**src/rtl/disk_chan_arbiter.sv**
```systemverilog
// disk_chan_arbiter: round-robin owner of the single MCU sector channel shared by two
// disk clients; one grant covers command issue, MCU ack, data phase and release.
module disk_chan_arbiter #(
   parameter int unsigned          TIMEOUT_W = 24,
   parameter logic [TIMEOUT_W-1:0] TIMEOUT   = 24'd16000000
) (
   input  logic        clk,
   input  logic        rst_n,
   input  logic [1:0]  req,
   input  logic [1:0]  wr,
   input  logic [1:0]  drive,
   input  logic [1:0]  head,
   input  logic [13:0] cyl,
   input  logic [15:0] sect,
   input  logic [1:0]  done,
   output logic [1:0]  gnt,
   output logic [1:0]  ack,
   output logic        notfound,
   output logic [31:0] disk_sr,
   input  logic [31:0] disk_cr,
   input  logic        disk_data_clkin,
   input  logic        disk_data_clkout,
   output logic [1:0]  c_data_clkin,
   output logic [1:0]  c_data_clkout
);

   typedef enum logic [2:0] {
      S_IDLE,
      S_ISSUE,
      S_WAIT_ACK,
      S_DATA,
      S_RELEASE
   } state_t;

   localparam logic [TIMEOUT_W-1:0] LP_TO_LAST = TIMEOUT - 1'b1;

   state_t               r_state;
   logic [1:0]           r_gnt;
   logic                 r_last;
   logic                 r_wr;
   logic                 r_drive;
   logic                 r_head;
   logic [6:0]           r_cyl;
   logic [7:0]           r_sect;
   logic [31:0]          r_sr;
   logic [1:0]           r_ack;
   logic                 r_nf;
   logic [TIMEOUT_W-1:0] r_cnt;

   logic w_pick;
   logic w_timeout;
   logic w_unused_cr;

   // On a tie the client that did not win last time is served.
   always_comb begin
      w_pick = req[1];
      if (req == 2'b11) w_pick = ~r_last;
   end

   assign w_timeout   = (TIMEOUT != '0) && (r_cnt == LP_TO_LAST);
   assign w_unused_cr = ^{disk_cr[31:5], disk_cr[2:0]};

   always_ff @(posedge clk) begin
      if (!rst_n) begin
         r_state <= S_IDLE;
         r_gnt   <= '0;
         r_last  <= 1'b1;
         r_wr    <= 1'b0;
         r_drive <= 1'b0;
         r_head  <= 1'b0;
         r_cyl   <= '0;
         r_sect  <= '0;
         r_sr    <= '0;
         r_ack   <= '0;
         r_nf    <= 1'b0;
         r_cnt   <= '0;
      end else begin
         r_ack <= '0;
         case (r_state)
            S_IDLE: begin
               if (|req) begin
                  r_gnt   <= w_pick ? 2'b10 : 2'b01;
                  r_last  <= w_pick;
                  r_wr    <= wr[w_pick];
                  r_drive <= drive[w_pick];
                  r_head  <= head[w_pick];
                  r_cyl   <= w_pick ? cyl[13:7] : cyl[6:0];
                  r_sect  <= w_pick ? sect[15:8] : sect[7:0];
                  r_state <= S_ISSUE;
               end
            end
            S_ISSUE: begin
               r_sr <= {10'b0,
                        r_wr & r_drive, r_wr & ~r_drive, 1'b0,
                        ~r_wr & r_drive, ~r_wr & ~r_drive, 1'b0,
                        r_head, r_cyl, r_sect};
               r_nf    <= 1'b0;
               r_cnt   <= '0;
               r_state <= S_WAIT_ACK;
            end
            S_WAIT_ACK: begin
               // A real ack takes priority over a timeout expiring in the same cycle.
               if (disk_cr[4]) begin
                  r_sr[21:16] <= 6'b000001;
                  r_sr[23:22] <= r_gnt;
                  r_nf        <= disk_cr[3];
                  r_ack       <= r_gnt;
                  r_state     <= disk_cr[3] ? S_RELEASE : S_DATA;
               end else if (w_timeout) begin
                  r_sr[21:16] <= '0;
                  r_sr[23:22] <= r_gnt;
                  r_nf        <= 1'b1;
                  r_ack       <= r_gnt;
                  r_state     <= S_RELEASE;
               end else begin
                  r_cnt <= r_cnt + 1'b1;
               end
            end
            S_DATA: begin
               if (|(done & r_gnt)) r_state <= S_RELEASE;
            end
            S_RELEASE: begin
               if (!disk_cr[4]) begin
                  r_sr[23:16] <= '0;
                  r_gnt       <= '0;
                  r_state     <= S_IDLE;
               end
            end
            default: r_state <= S_IDLE;
         endcase
      end
   end

   assign gnt           = r_gnt;
   assign ack           = r_ack;
   assign notfound      = r_nf;
   assign disk_sr       = r_sr;
   assign c_data_clkin  = r_gnt & {2{disk_data_clkin}};
   assign c_data_clkout = r_gnt & {2{disk_data_clkout}};

endmodule
```
**config.mk**
```make
export PLATFORM = sky130hd
export DESIGN_NAME = disk_chan_arbiter
export DESIGN_NICKNAME = d
export VERILOG_FILES = /design/src/rtl/disk_chan_arbiter.sv
export SDC_FILE = /design/constraint.sdc
export NUM_CORES = 1
export LEC_CHECK = 0
export CAP_MARGIN = 5
export CORE_ASPECT_RATIO = 1.75
export CORE_MARGIN = 2
export CORE_UTILIZATION = 41
export CTS_CLUSTER_SIZE = 28
export DETAILED_ROUTE_END_ITERATION = 6
export PLACE_DENSITY_LB_ADDON = 0.15
export RECOVER_POWER = 50
export SETUP_SLACK_MARGIN = 0.2
export SYNTH_ARGS = -nofsm -noshare
export SYNTH_HDL_FRONTEND = slang
export SYNTH_SLANG_ARGS = --single-unit
```
**constraint.sdc**
```tcl
create_clock -name clk -period 2.2 [get_ports clk]
set_clock_uncertainty 0.15 [all_clocks]
set_input_delay 0.33 -clock clk [delete_from_list [all_inputs] [get_ports clk]]
set_output_delay 0.33 -clock clk [all_outputs]
set_load 0.01 [all_outputs]
```
== After elaboration in Yosys (flattened, before gate mapping) ==
Index checks and enable logic that the tools add are counted.
W data, S select, Z words.
Storage, ports and cells
  output and inout port bits: 41
  register bits after elaboration: 75
  word-level logic and storage cells: 82
  input bits: 76
Operators by class
  order comparisons: 1
  bitwise gates (word level): 10
  reductions and logical operators: 13
  equality and inequality tests: 12
  muxes and demuxes: 32
  add/sub/neg operators: 1
Operator list (number)
  $mux W24: 2
  $pmux W24 S2: 1
  $mux W8: 4
  $add A24 B1 Y24 const B: 1
  $eq A24 B24 Y1 const B: 1
  $pmux W8 S3: 1
  $mux W3: 6
  $pmux W3 S5: 1
  $mux W2: 5
  $ne A2 B2 Y1 const B: 5
  $mux W1: 9
  $reduce_and A3 Y1: 3
  $mux W7: 1
  $and A2 B2 Y2: 3
  $eq A3 B2 Y1 const B: 2
  $reduce_and A2 Y1: 3
  $and A1 B1 Y1: 4
  $pmux W2 S2: 1
  $reduce_and A4 Y1: 1
  $reduce_bool A2 Y1: 2
  $reduce_or A2 Y1: 2
  $eq A3 B1 Y1 const B: 1
  $eq A3 B3 Y1 const B: 1
  $logic_not A3 Y1: 1
  6 further kinds: 8

== Logic depth before layout (Yosys ltp) ==
Gate-level depths: netlist (run 1).
  word-level depth: 5
  gate-level depth with buffers: 7
  gate-level depth less buffers: 6

== Worst setup path after synthesis (run 1) ==
Ideal clock, no wire load.
  path kind: register to register
  from: reg r_cnt[11]
  to: reg r_state[1]
  arrival: 1.960 ns
  period minus slack after synthesis: 2.227 ns
  setup slack: -0.027 ns
  library setup time: 0.116 ns
  required time: 1.934 ns
  cell stages (with the launch flop): 7
  path through: dfxtp_1 -> or4b_4 -> nor4_4 -> a21o_4 -> buf_12 -> o211ai_4 -> a31o_2
Between the ends
  word-level cells in the longest chain between the ends: 3
RTL lines
  from (decl): line 48  | logic [TIMEOUT_W-1:0] r_cnt;
  from (signal assigned): line 116  | r_cnt <= r_cnt + 1'b1;
  $eq A24 B24 Y1: line 60  | assign w_timeout = (TIMEOUT != '0) && (r_cnt == LP_TO_LAST);
  $ne A3 B3 Y1 (no line)
  $reduce_and A4 Y1 (no line)
  to (signal assigned): line 108  | r_state <= disk_cr[3] ? S_RELEASE : S_DATA;
  to (decl): line 37  | state_t r_state;
Every way passes these cells.
A chain may end at the register's enable or synchronous reset.

== Worst setup path after layout (run 1) ==
  from: reg r_cnt[10]
  to: reg r_sr[17] (netlist: disk_sr[17])
Between the ends
  word-level cells in the longest chain between the ends: 3
RTL lines
  $eq A24 B24 Y1: line 60
  $ne A3 B3 Y1 (no line)
  $reduce_and A3 Y1 (no line)
  to (signal assigned): line 93  | r_sr <= {10'b0,
  to (decl): line 45  | logic [31:0] r_sr;
Every way passes these cells.

==> results by group, run 1 <==
Status
  • Status: completed

Timing
  • Sum of negative setup slack: 0 ps
  • Worst-Margin Slew: 617 ps
  • RSZ-0062 raised after global routing: yes
  • Highest clock rate: 461 MHz
  • Final Cycle Share: 98.6%
  • Minimum clock period: 2170 ps
  • Slew headroom: 58.8%
  • Setup Viol. Count Final: 0
  • Max-slew violations: 0
  • Hold Vio Cnt, Final: 0

Routing
  • Drt first pass iters: 5
  • Final ANT Viol Nets: 0
  • Vias/cell: 5.61
  • Residual DRC count: 0
  • DR WL/cell: 16.4 um
  • DR vias: 3472
  • DRT iter0 DRCs: 228
  • WL final: 10100 um

Global route
  • Initial antenna violation count: 0
  • Overflow left after global routing: 0
  • Vias in the first global route: 3479
  • First-pass GRT wire length: 16500 um
  • Largest net degree at the start of global routing: 28
  • GRT Total Usage: 22.9%

Power and ir drop
  • Pwr Density: 1000 nW/um^2
  • Worst vdd ir: 748 uV
  • Pleak: 1.91 nW

Cells and area
  • Fraction of layout instances using a drive strength above 1: 19.0%
  • Util after Layout: 61.7%
  • Number of diodes: 0
  • Final non-filler cell total: 619
  • Fill cells: 707
  • Final #Nets: 599
  • Sequential cell area: 1490 um^2
  • Synth-to-Final Area Change: 46.7%
  • Area of the multi-input gates: 1930 um^2

Floorplan
  • I/O pin total: 117
  • Site row count: 44
  • DIE HEIGHT: 126 um
  • Die Span X: 73.6 um
  • Core Region: 8260 um^2
  • Die area: 9250 um^2
  • Starting Density: 42.1%

Synthesis
  • Post-synth EDFFs: 0
  • Synthesized area per cell: 8.51 um^2
  • Ys async rst share: 0%
  • Seq/Total Area, Yosys: 42.7%
  • Post-synthesis cell type count: 62
  • Cell accounting for the most synthesized area: dfxtp_1
  • Synth warn: 0
  • Top-area cell type share of the netlist area: 42.7%
  • Cell count after synthesis: 408
  • Yosys reg bits: 74
  • Syn Std Cell Area: 3470 um^2
  • Top post-synthesis cells by area: dfxtp_1, nand2_1, mux2i_1
  • Post-synth top flop: dfxtp_1

Critical path
  • Worst Path Arrival: 2280 ps
  • Worst R2R Setup Slack: 30 ps
  • Data required time of the worst path: 2310 ps
  • Critical path class: reg -> reg
  • Max stage delay on crit path: 550 ps
  • CP max-delay cell: or4_4
  • Worst setup SP type: flop
  • Worst-path cell chain: or4_4, nor4_4, buf_4, a21oi_4, o21ai_4, mux2i_1
  • Crit-path max FO: 8
  • Crit end category: flop

Clock tree
  • Cts bufs inserted: 9
  • Worst-path clk slew: 60 ps
  • Post-CTS Hold Fix Bufs: 0
  • CTS tree: done
  • CTS max path bufs: 2
  • Clk root buf: clkbuf_16
  • CTS Sinks: 74
  • Htree depth: 3
  • Clk_lat worst skew: 340 ps

Worst hold path
  • Hold Crit Class: reg -> reg

Job
  • Max Cap Viol: 0

Place
  • Placed cells: 597
  • DP HPWL: 7480 um
  • Port Buffers: 77
  • Routability cong.: 0.862
-- metrics by stage --
| step | instance area, um^2 | hold WS (ps) | setup slack [ps] | power [mW] |
|---|---|---|---|---|
| after detailed placement | 4600 | 296 | -189 | 3.39 |
| final | 5090 | 300 | 30.0 | 5.09 |
| after floorplan | 3530 | 281 | 34.4 | 2.70 |
| after CTS | 5020 | 300 | 21.9 | 5.13 |
| after global routing | 5090 | 325 | -45.3 | 5.36 |
| after global placement | 4600 | 288 | -158 | 3.35 |
-- path summary, 6_finish.rpt --
path,endpoint,cells past startpoint,startpoint
worst max-delay path,disk_sr[17],6,r_cnt[10]
worst min-delay path,disk_sr[7],2,r_sect[7]
worst max register to register,disk_sr[17],6,r_cnt[10]
worst min register to register,disk_sr[7],2,r_sect[7]
-- repair_timing --
action	CTS	global route
endpoints found under the setup margin	49	53
resized for setup	11	19
gates cloned	0	0
setup buffers	4	2
pin swaps	5	1
-- state kept, by name, indices dropped and copies added (netlist names) --
signal    cells
r_cnt        24
disk_sr      23
r_sect        8
r_cyl         7
r_state       3
ack           2
gnt           2
notfound      1
r_drive       1
r_head        1
r_last        1
r_wr          1
-- final cells by class --
class | instances | share of cell area (%)
clock buffers | 11 | 4.96
inverters | 5 | 0.368
repair buffers | 129 | 23.3
flip-flops and latches | 74 | 29.2
multi-input cells | 303 | 37.9
clock inverters | 5 | 1.97
well taps | 92 | 2.26
-- layer usage --
layer,track usage (%),wire length (um)
met5,0,0
met4,12.7,449
met3,5.04,396
met2,41.6,5660
met1,23.0,3640
-- power breakdown --
group | internal [mW] | switching, mW | leakage [nW]
Clock | 1.16 | 0.554 | 0.176
Combinational | 0.749 | 0.899 | 1.13
Sequential | 1.56 | 0.163 | 0.604
-- critical path, delay by kind of cell, from the launching register on --
family	cells	cell delay, ps
DFF	1	310
muxes	1	230
buffers and inverters	1	190
AOI/OAI and AO/OA	2	330
and+or+nand+nor	2	900
-- cell families (layout without fill, tap and decap cells) --
group                    Yosys count  count (layout)  share of synthesized area, %
AO/OA/AOI/OAI                     94              94                          20.2
XOR/XNOR                           2               2                         0.504
adder cells (fa/ha/maj)            1               1                         0.360
buffers and inverters             39             150                          5.87
flip-flops                        74              74                          42.7
multiplexers                      18              18                          5.19
other                              1               9                         0.108
AND/OR/NAND/NOR                  179             179                          25.1
-- cell usage after synthesis (2+ instances only) --
cell	number
nand2b_1	3
o311ai_0	2
a222oi_1	13
buf_1	2
a211oi_1	7
a31oi_1	5
nor2b_1	2
nand4b_1	3
xnor2_1	2
a211o_1	2
a31o_2	2
mux2i_1	18
dfxtp_1	74
or4_1	3
buf_4	10
nand2_1	71
a21oi_1	29
and2_1	5
o21ai_0	11
o21a_1	2
a21oi_2	2
inv_1	5
o2111ai_1	2
nor4_1	4
a22oi_1	2
clkbuf_1	18
nor3b_1	2
nor2_1	35
nand4_1	4
buf_2	3
nor3_1	7
or3_1	8
nand3_1	21
-- cell usage in the layout, fill, tap and decap left out, types with 3 or more instances in the layout --
cell type / n
bufinv_16: 3
a31oi_1: 5
or3_1: 8
nor2_1: 34
nand2b_1: 3
and2_1: 4
nand2_1: 71
clkdlybuf4s50_1: 49
nand3_1: 20
nand4b_1: 3
mux2i_1: 18
o21ai_1: 5
o21ai_0: 6
conb_1: 9
dfxtp_1: 70
buf_6: 3
nor3_1: 4
inv_1: 5
a222oi_1: 13
dfxtp_2: 3
nor4_1: 3
clkbuf_16: 9
nand4_1: 4
a21oi_1: 28
a211oi_1: 7
dlygate4sd3_1: 28
nor3_2: 3
buf_4: 44
Note: power is estimated with default switching activity, not from simulation.
==> run 2, diff against run 1 <==
==> constraint.sdc (replaced) <==
create_clock -name clk -period 1.8 [get_ports clk]
set_clock_uncertainty 0.15 [all_clocks]
set_input_delay 0.36 -clock clk [delete_from_list [all_inputs] [get_ports clk]]
set_output_delay 0.36 -clock clk [all_outputs]
set_load 0.01 [all_outputs]
==> results by group, run 2 (synthesized netlist as in run 1, its figures left out) <==
Status
  • Status: complete, but fails checks
  • Failing checks: setup timing

Routing
  • Final ANT Viol Nets: 0
  • DR vias: 3665
  • DR WL/cell: 15.8 um
  • DRT iter0 DRCs: 183
  • Vias/cell: 5.45
  • Residual DRC count: 0
  • Drt first pass iters: 5
  • WL final: 10600 um

Global route
  • Vias in the first global route: 3750
  • GRT Total Usage: 24.5%
  • First-pass GRT wire length: 17600 um
  • Overflow left after global routing: 0
  • Initial antenna violation count: 0
  • Largest net degree at the start of global routing: 28

Clock tree
  • CTS max path bufs: 2
  • Worst-path clk slew: 60 ps
  • Cts bufs inserted: 9
  • Htree depth: 3
  • CTS tree: done
  • Clk root buf: clkbuf_16
  • CTS Sinks: 74
  • Clk_lat worst skew: 330 ps

Power and ir drop
  • Total Power: 6.18 mW
  • Worst vdd ir: 940 uV
  • Pwr Density: 1150 nW/um^2
  • Pleak: 2.23 nW

Critical path
  • Critical path class: reg -> reg
  • Data required time of the worst path: 1880 ps
  • Crit end category: flop
  • Worst setup SP type: flop
  • R2R cell count: 7
  • R2r endpoint: r_state[1]
  • RR Startpoint: r_cnt[14]
  • Worst R2R Setup Slack: -370 ps
  • Crit-path max FO: 6
  • Worst Path Arrival: 2250 ps

Timing
  • Slew headroom: 64.5%
  • Minimum clock period: 2170 ps
  • Max-slew violations: 0
  • Final Cycle Share: 121%
  • RSZ-0062 raised after global routing: yes
  • Setup WS post-layout: -374 ps
  • Setup Viol. Count Final: 37
  • Hold Vio Cnt, Final: 0
  • Highest clock rate: 460 MHz
  • Worst-Margin Slew: 520 ps

Floorplan
  • DIE HEIGHT: 126 um
  • Core Region: 8260 um^2
  • Site row count: 44
  • Die area: 9250 um^2
  • I/O pin total: 117
  • Starting Density: 42.1%
  • Die Span X: 73.6 um

Cells and area
  • Final #Nets: 653
  • Max reg flops: 24
  • Number of diodes: 0
  • Commonest non-fill, non-tap cell in the layout: buf_4
  • Fraction of layout instances using a drive strength above 1: 27.4%
  • Most frequent cells in the layout: buf_4, nand2_1, dfxtp_1
  • Top reg by flops: r_cnt
  • Util after Layout: 65.3%
  • Synth-to-Final Area Change: 55.3%

Place
  • Routability cong.: 0.959
  • DP HPWL: 8060 um
  • Pre-CTS setup slack: -459 ps
  • Port Buffers: 77

Worst hold path
  • Worst hold path cell count: 2
  • Hold path startpoint: disk_sr[14]
  • Hold Crit Class: reg -> reg
  • Min-Delay Endpoint: disk_sr[14]

Job
  • Max Cap Viol: 0
-- run 2: cell count changes in the layout (fill, tap and decap cells not counted), sizes merged --
cell           delta
dlygate4sd2      +29
dlygate4sd3      -28
buf              +59
dlymetal6s2s      +3
bufinv            -2
clkinv            -1
clkinvlp          +2
clkdlybuf4s50     -8
-- run 2: per-stage QoR --
step,hold WS (ps),cells,setup TNS (ps),instance area (um^2)
2_1_floorplan,281,416,-8470,3630
3_3_place_gp,288,651,-17420,5010
3_5_place_dp,297,651,-18870,5010
4_1_cts,305,670,-10820,5340
5_1_grt,323,673,-14160,5390
6_report,303,673,-9920,5390
-- run 2: final cells by class --
type                            instances  area [um^2]
Tap cell                               92          115
Sequential cell                        74         1490
Clock inverter                          4         50.0
Timing Repair Buffer                  183         1550
Multi-Input combinational cell        303         1920
Inverter                                5         18.8
Clock buffer                           12          256
Fill cell                             736         2870
-- run 2: critical path: stages (launching register included) --
cell and delay, ps:
dfxtp_2 330, or4_4 520, nor4_4 290, buf_4 180, a21o_4 160, buf_6 110
o211ai_4 80, a31o_2 240
-- run 2: how the worst max path moves through the flow --
stage / slack [ps] / from / to
after floorplan: -360 / r_cnt[17] / r_state[1]
after global placement: -470 / disk_cr[4] / r_cnt[23]
after detailed placement: -460 / disk_cr[4] / r_cnt[23]
after CTS: -370 / r_cnt[11] / r_state[2]
after global routing: -450 / r_cnt[17] / r_state[2]
final: -370 / r_cnt[14] / r_state[1]
-- run 2: where the power goes --
part | switching (mW) | internal [mW]
registers | 0.189 | 1.90
clock network | 0.678 | 1.15
logic | 1.18 | 1.09
-- run 2: layer usage --
| layer | global-route usage (%) | wire, um | vias to the layer above |
|---|---|---|---|
| met5 | 0 | 0 | - |
| met4 | 12.4 | 408 | 0 |
| met3 | 4.96 | 339 | 24 |
| met2 | 43.8 | 6010 | 87 |
| met1 | 26.2 | 3880 | 1746 |
| li1 | - | - | 1808 |
-- run 2: what timing repair did --
item                                    in CTS  in global routing
pin swaps                                   14                  9
buffers inserted                             3                  3
gates cloned                                 0                  0
hold buffers                                 0                  0
endpoints found under the setup margin      94                 64
gates resized for setup                     61                 16
